[config.mk]
export PLATFORM = sky130hd
export DESIGN_NAME = pipe_stall_ctrl
export DESIGN_NICKNAME = d
export VERILOG_FILES = /design/src/rtl/pipe_stall_ctrl_pkg.sv /design/src/rtl/pipe_stall_ctrl_watchdog.sv /design/src/rtl/pipe_stall_ctrl.sv
export SDC_FILE = /design/constraint.sdc
export NUM_CORES = 1
export LEC_CHECK = 0
export ABC_AREA = 1
export CAP_MARGIN = 10
export CORE_ASPECT_RATIO = 0.7
export CORE_UTILIZATION = 30
export DETAILED_ROUTE_END_ITERATION = 12
export GPL_ROUTABILITY_DRIVEN = 0
export PLACE_DENSITY = 0.79
export SYNTH_ARGS = -nofsm -noshare
export SYNTH_HDL_FRONTEND = slang
export SYNTH_SLANG_ARGS = --single-unit
export TNS_END_PERCENT = 100
[constraint.sdc]
create_clock -name clk -period 2.3 [get_ports clk]
set_input_delay 0.345 -clock clk [delete_from_list [all_inputs] [get_ports clk]]
set_output_delay 0.345 -clock clk [all_outputs]
set_load 0.01 [all_outputs]
[src/rtl/pipe_stall_ctrl_pkg.sv]
// Shared constants for the pipeline stall controller: stall bus layout,
// stall encodings, the ERET exception code and watchdog FSM states.
package pipe_stall_ctrl_pkg;

  localparam int STALL_W = 6;
  localparam int ST_PC   = 0;
  localparam int ST_IF   = 1;
  localparam int ST_ID   = 2;
  localparam int ST_EX   = 3;
  localparam int ST_MEM  = 4;
  localparam int ST_WB   = 5;

  localparam logic [STALL_W-1:0] STALL_NONE = 6'b000000;
  localparam logic [STALL_W-1:0] STALL_ID   = 6'b000111;
  localparam logic [STALL_W-1:0] STALL_EX   = 6'b001111;
  localparam logic [STALL_W-1:0] STALL_MEM  = 6'b011111;

  localparam logic [31:0] EXC_ERET = 32'h0000_000e;

  localparam logic ENABLE  = 1'b1;
  localparam logic DISABLE = 1'b0;

  typedef enum logic [1:0] {
    WD_RUN,
    WD_MEMWAIT,
    WD_TOFLUSH
  } wd_state_e;

endpackage

[src/rtl/pipe_stall_ctrl_watchdog.sv]
// Memory-stall watchdog: counts consecutive stallreq_mem cycles and emits a
// one-cycle timeout pulse (suppressed when an exception flush coincides).
module pipe_watchdog
  import pipe_stall_ctrl_pkg::*;
#(
  parameter int TIMEOUT = 256
) (
  input  logic clk,
  input  logic rst_n,
  input  logic stallreq_mem_i,
  input  logic exc_i,
  output logic timeout_o
);

  localparam int            CW       = $clog2(TIMEOUT) + 1;
  localparam logic [CW-1:0] CNT_LAST = CW'(TIMEOUT - 1);

  wd_state_e     state_q, state_d;
  logic [CW-1:0] cnt_q, cnt_d;

  always_ff @(posedge clk or negedge rst_n) begin
    if (!rst_n) begin
      state_q <= WD_RUN;
      cnt_q   <= '0;
    end else begin
      state_q <= state_d;
      cnt_q   <= cnt_d;
    end
  end

  // The RUN cycle that first sees stallreq_mem counts as stall cycle 1, so the
  // flush lands after exactly TIMEOUT stalled cycles.
  always_comb begin
    state_d   = state_q;
    cnt_d     = cnt_q;
    timeout_o = DISABLE;
    unique case (state_q)
      WD_RUN: begin
        if (stallreq_mem_i && !exc_i) begin
          state_d = WD_MEMWAIT;
          cnt_d   = CW'(1);
        end
      end
      WD_MEMWAIT: begin
        if (!stallreq_mem_i) begin
          state_d = WD_RUN;
          cnt_d   = '0;
        end else if (cnt_q >= CNT_LAST) begin
          state_d = WD_TOFLUSH;
          cnt_d   = '0;
        end else begin
          cnt_d = cnt_q + CW'(1);
        end
      end
      WD_TOFLUSH: begin
        timeout_o = ~exc_i;
        state_d   = WD_RUN;
        cnt_d     = '0;
      end
      default: begin
        state_d = WD_RUN;
        cnt_d   = '0;
      end
    endcase
    if (exc_i) begin
      state_d = WD_RUN;
      cnt_d   = '0;
    end
  end

endmodule

[src/rtl/pipe_stall_ctrl.sv]
// Central pipeline stall/flush controller for the five-stage core.
// Optional macro STALL_PERF_CNT_EN adds a stalled-cycle counter (stall_cnt_o).
module pipe_stall_ctrl
  import pipe_stall_ctrl_pkg::*;
#(
  parameter int          TIMEOUT        = 256,  // must be >= 2
  parameter logic [31:0] EXC_VECTOR     = 32'h0000_0040,
  parameter logic [31:0] TIMEOUT_VECTOR = 32'h0000_0080
) (
  input  logic               clk,
  input  logic               rst,
  input  logic               stallreq_id,
  input  logic               stallreq_ex,
  input  logic               stallreq_mem,
  input  logic [31:0]        excepttype_i,
  input  logic [31:0]        cp0_epc_i,
  output logic [STALL_W-1:0] stall,
  output logic               flush,
  output logic [31:0]        new_pc,
  output logic               timeout_o
`ifdef STALL_PERF_CNT_EN
  ,
  output logic [31:0]        stall_cnt_o
`endif
);

  logic               exc;
  logic               wd_timeout;
  logic               flush_int;
  logic [STALL_W-1:0] stall_int;
  logic [31:0]        pc_int;

  assign exc = (excepttype_i != '0);

  pipe_watchdog #(.TIMEOUT(TIMEOUT)) u_wd (
    .clk            (clk),
    .rst_n          (rst),
    .stallreq_mem_i (stallreq_mem),
    .exc_i          (exc),
    .timeout_o      (wd_timeout)
  );

  assign flush_int = exc | wd_timeout;

  always_comb begin
    stall_int = STALL_NONE;
    if (flush_int)         stall_int = STALL_NONE;
    else if (stallreq_mem) stall_int = STALL_MEM;
    else if (stallreq_ex)  stall_int = STALL_EX;
    else if (stallreq_id)  stall_int = STALL_ID;

    pc_int = '0;
    if (exc)             pc_int = (excepttype_i == EXC_ERET) ? cp0_epc_i : EXC_VECTOR;
    else if (wd_timeout) pc_int = TIMEOUT_VECTOR;
  end

  // Requests and exceptions are combinational, so reset must mask them explicitly.
  assign stall     = rst ? stall_int  : STALL_NONE;
  assign flush     = rst ? flush_int  : DISABLE;
  assign new_pc    = rst ? pc_int     : '0;
  assign timeout_o = rst ? wd_timeout : DISABLE;

`ifdef STALL_PERF_CNT_EN
  logic [31:0] stall_cnt_q, stall_cnt_d;

  assign stall_cnt_d = (stall_int[ST_PC] && !flush_int) ? stall_cnt_q + 32'd1 : stall_cnt_q;

  always_ff @(posedge clk or negedge rst) begin
    if (!rst) stall_cnt_q <= '0;
    else      stall_cnt_q <= stall_cnt_d;
  end

  assign stall_cnt_o = stall_cnt_q;
`endif

endmodule

==> run_results.csv <==
group,metric,value,unit
status,status,"finished, final reports clean",
floorplan,rows,18,
finish,nets,413,
route,antenna_left,0,
power,power_density,219.9,nW/um^2
grt,use_met1,28.30,%
finish,final_cells,391,
finish,layout_common_cells,"nand2_1 (64), nor2_1 (59), clkdlybuf4s50_1 (36)",
clock_network,clk_pin_slew,50,ps
sta,fin_skew,3.274,ps
power,power.leakage,1.388,nW
floorplan,die_y,54.36,um
route,firstDrtPassIters,4,
logic_synthesis,synth.cell_area,1175,um^2
grt,first_global_vias,1687,
sta,maxSlewViolCount,0,
clock_network,cts.sinks,11,
sta,finalSetupViolCount,0,
logic_synthesis,yosys.area_share.adder,2.130,%
logic_synthesis,synth_compound_area_share,6.496,%
sta,worst_slack,104.8,ps
hold_path,hp-class,"input port to asynchronous set/reset pin",
floorplan,io_pins,109,
logic_synthesis,synth_seq_cells,11,
clock_network,clkLatencyLatePin,230,ps
worst_setup_path,end_kind,"primary output",
placed_design,port_buffers,107,
worst_setup_path,critPathMaxFanout,8,
grt,grt_max_degree,18,
grt,grt_use_total,24.17,%
finish,final_common_cell,"nand2_1",
route,via_per_inst,4.504,
grt,antenna_found_initial,0,
clock_network,cts_root_buf,"clkbuf_8",
route,routed_wl,4.792,mm
worst_setup_path,worst_r2r_path_depth,13,
grt,grt_use_met3,5.500,%
logic_synthesis,synth_area_per_cell,5.621,um^2
logic_synthesis,synth_fp_nets,280,
floorplan,fp.coreArea,3626,um^2
sta,clock.fmax,455.5,MHz
placed_design,dpl.cell_count,367,
route,drt-initial-drc-count,30,
logic_synthesis,synth.mux.area_fraction,0,%
worst_setup_path,required,1960,ps
sta,period_share,95.44,%
logic_synthesis,synth_cell_type_count,27,
finish,antennaDiodeCount,0,
placed_design,pre_cts_ws,-377.0,ps
worst_setup_path,arrival,1850,ps
grt,top_usage_layer,"met2",
clock_network,cts_tree,"yes",
logic_synthesis,ys_warn_count,0,
clock_network,cts-buffers-inserted,3,
logic_synthesis,synth_seq_area_share,23.43,%
power,finalPower,552.2,uW
floorplan,die_w,76.80,um
logic_synthesis,yosys.area_share.xor_xnor,0,%
clock_network,h-tree-depth,1,
floorplan,start_util,32.40,%
route,vias,1761,
grt,use_met2,48.36,%
worst_setup_path,worst-r2r-setup-slack,360,ps
grt,grt_pass1_wl,7.831,mm
worst_setup_path,crit_type,"input port to primary output",
floorplan,fp.dieArea,4175,um^2
logic_synthesis,synthCells,209,
sta,min_period,2195,ps
logic_synthesis,synth_top_family_by_area,"simple AND/OR/NAND/NOR gates",
sta,finalHoldViolCount,0,
finish,multiInputGateArea,798.3,um^2
route,routedWlPerCell,12.26,um
placed_design,dp_hpwl,3.557,mm
logic_synthesis,synth-simple-area-share,55.80,%
finish,seq_area,275.3,um^2
clock_network,hold_buffers,0,
finish,area_growth,113.7,%
worst_setup_path,startpoint_type,"input port",
worst_setup_path,r2r_end,"u_wd.cnt_q[1]$_DFFE_PN0P_",
route,drcViolationCount,0,
finish,nFillCells,333,
power,ir_drop,0.3629,mV
finish,utilization,69.25,%
clock_network,clk_path_buf_depth,2,
run,maxCapViolations,0,
grt,overflow,0,
finish,drive_gt1_share,25.22,%
worst_setup_path,reg2reg_from,"u_wd.cnt_q[0]$_DFFE_PN0P_",
## timing repair
action                                  CTS  global route
resized for setup                       172            22
endpoints found under the setup margin   39            39
hold endpoints to repair                  0             0
setup buffers                            13             5
pin swaps                                16            22
cloned                                    2             0
## final cells by class
type / instances / area share (%)
sequential: 11 / 10.96
tap: 50 / 2.491
timing repair buffer: 138 / 49.97
inverter: 20 / 2.990
clock buffer: 4 / 1.794
multi-input combinational: 168 / 31.79
## sequential cells by signal, indices dropped and copies added, names as in the netlist
signal        cells
u_wd.state_q      2
u_wd.cnt_q        9
## worst max-delay path: stages
cell             delay (ps)
clkdlybuf4s15_1         180
nor2_1                  120
nand2_1                  80
nor2_2                  130
nand2_2                 110
buf_6                   140
o21ai_4                 210
buf_12                  150
buf_16                  120
buf_6                    90
nor2_2                   30
buf_2                   130
## stage by stage
stage	setup TNS, ps	hold WS (ps)	instance area (um^2)
2_1_floorplan	0	49.41	1175
3_3_place_gp	-11590	529.7	2340
3_5_place_dp	-12480	544.8	2340
4_1_cts	-158.0	496.2	2415
5_1_grt	-13.15	521.8	2511
6_report	0	506.0	2511
## cell families after synthesis
family | Yosys count
flip-flops | 11
AO/OA/AOI/OAI | 12
adder cells (fa/ha/maj) | 2
buffers and inverters | 30
AND/OR/NAND/NOR | 153
other | 1
## synthesized netlist by cell type (all sizes together)
master / instances / area, um^2
a21oi: 2 / 10.01
and3b: 1 / 8.760
buf: 10 / 63.81
conb: 1 / 3.750
dfrtp: 11 / 275.3
ha: 2 / 25.02
inv: 20 / 75.07
nand2: 69 / 266.5
nand3: 8 / 52.55
nand4: 2 / 12.51
nor2: 67 / 275.3
nor3: 4 / 20.02
nor3b: 2 / 20.02
o211a: 1 / 10.01
o211ai: 1 / 7.510
o21ai: 6 / 33.78
o21bai: 2 / 15.01
## layer usage
metal  wire, um  part of all wire, %
met3        331                  6.9
met5          0                    0
met1       2087                   44
met4         13                 0.27
met2       2360                   49
## worst max path at each step
| stage | from | end | slack [ps] | cells after the start |
|---|---|---|---|---|
| 3_3_place_gp | excepttype_i[21] | new_pc[17] | -340 | 12 |
| 4_1_cts | excepttype_i[13] | new_pc[19] | -50 | 12 |
| 2_1_floorplan | excepttype_i[31] | stall[1] | 500 | 8 |
| 6_report | excepttype_i[3] | new_pc[17] | 100 | 12 |
| 3_5_place_dp | excepttype_i[21] | new_pc[5] | -380 | 12 |
| 5_1_grt | excepttype_i[7] | new_pc[17] | -10 | 12 |
## where the power goes
group | switching, mW | internal, mW
combinational | 0.0516 | 0.120
clock | 0.0658 | 0.121
sequential | 0.0000000000271 | 0.194
(Power assumes the default switching activity.)
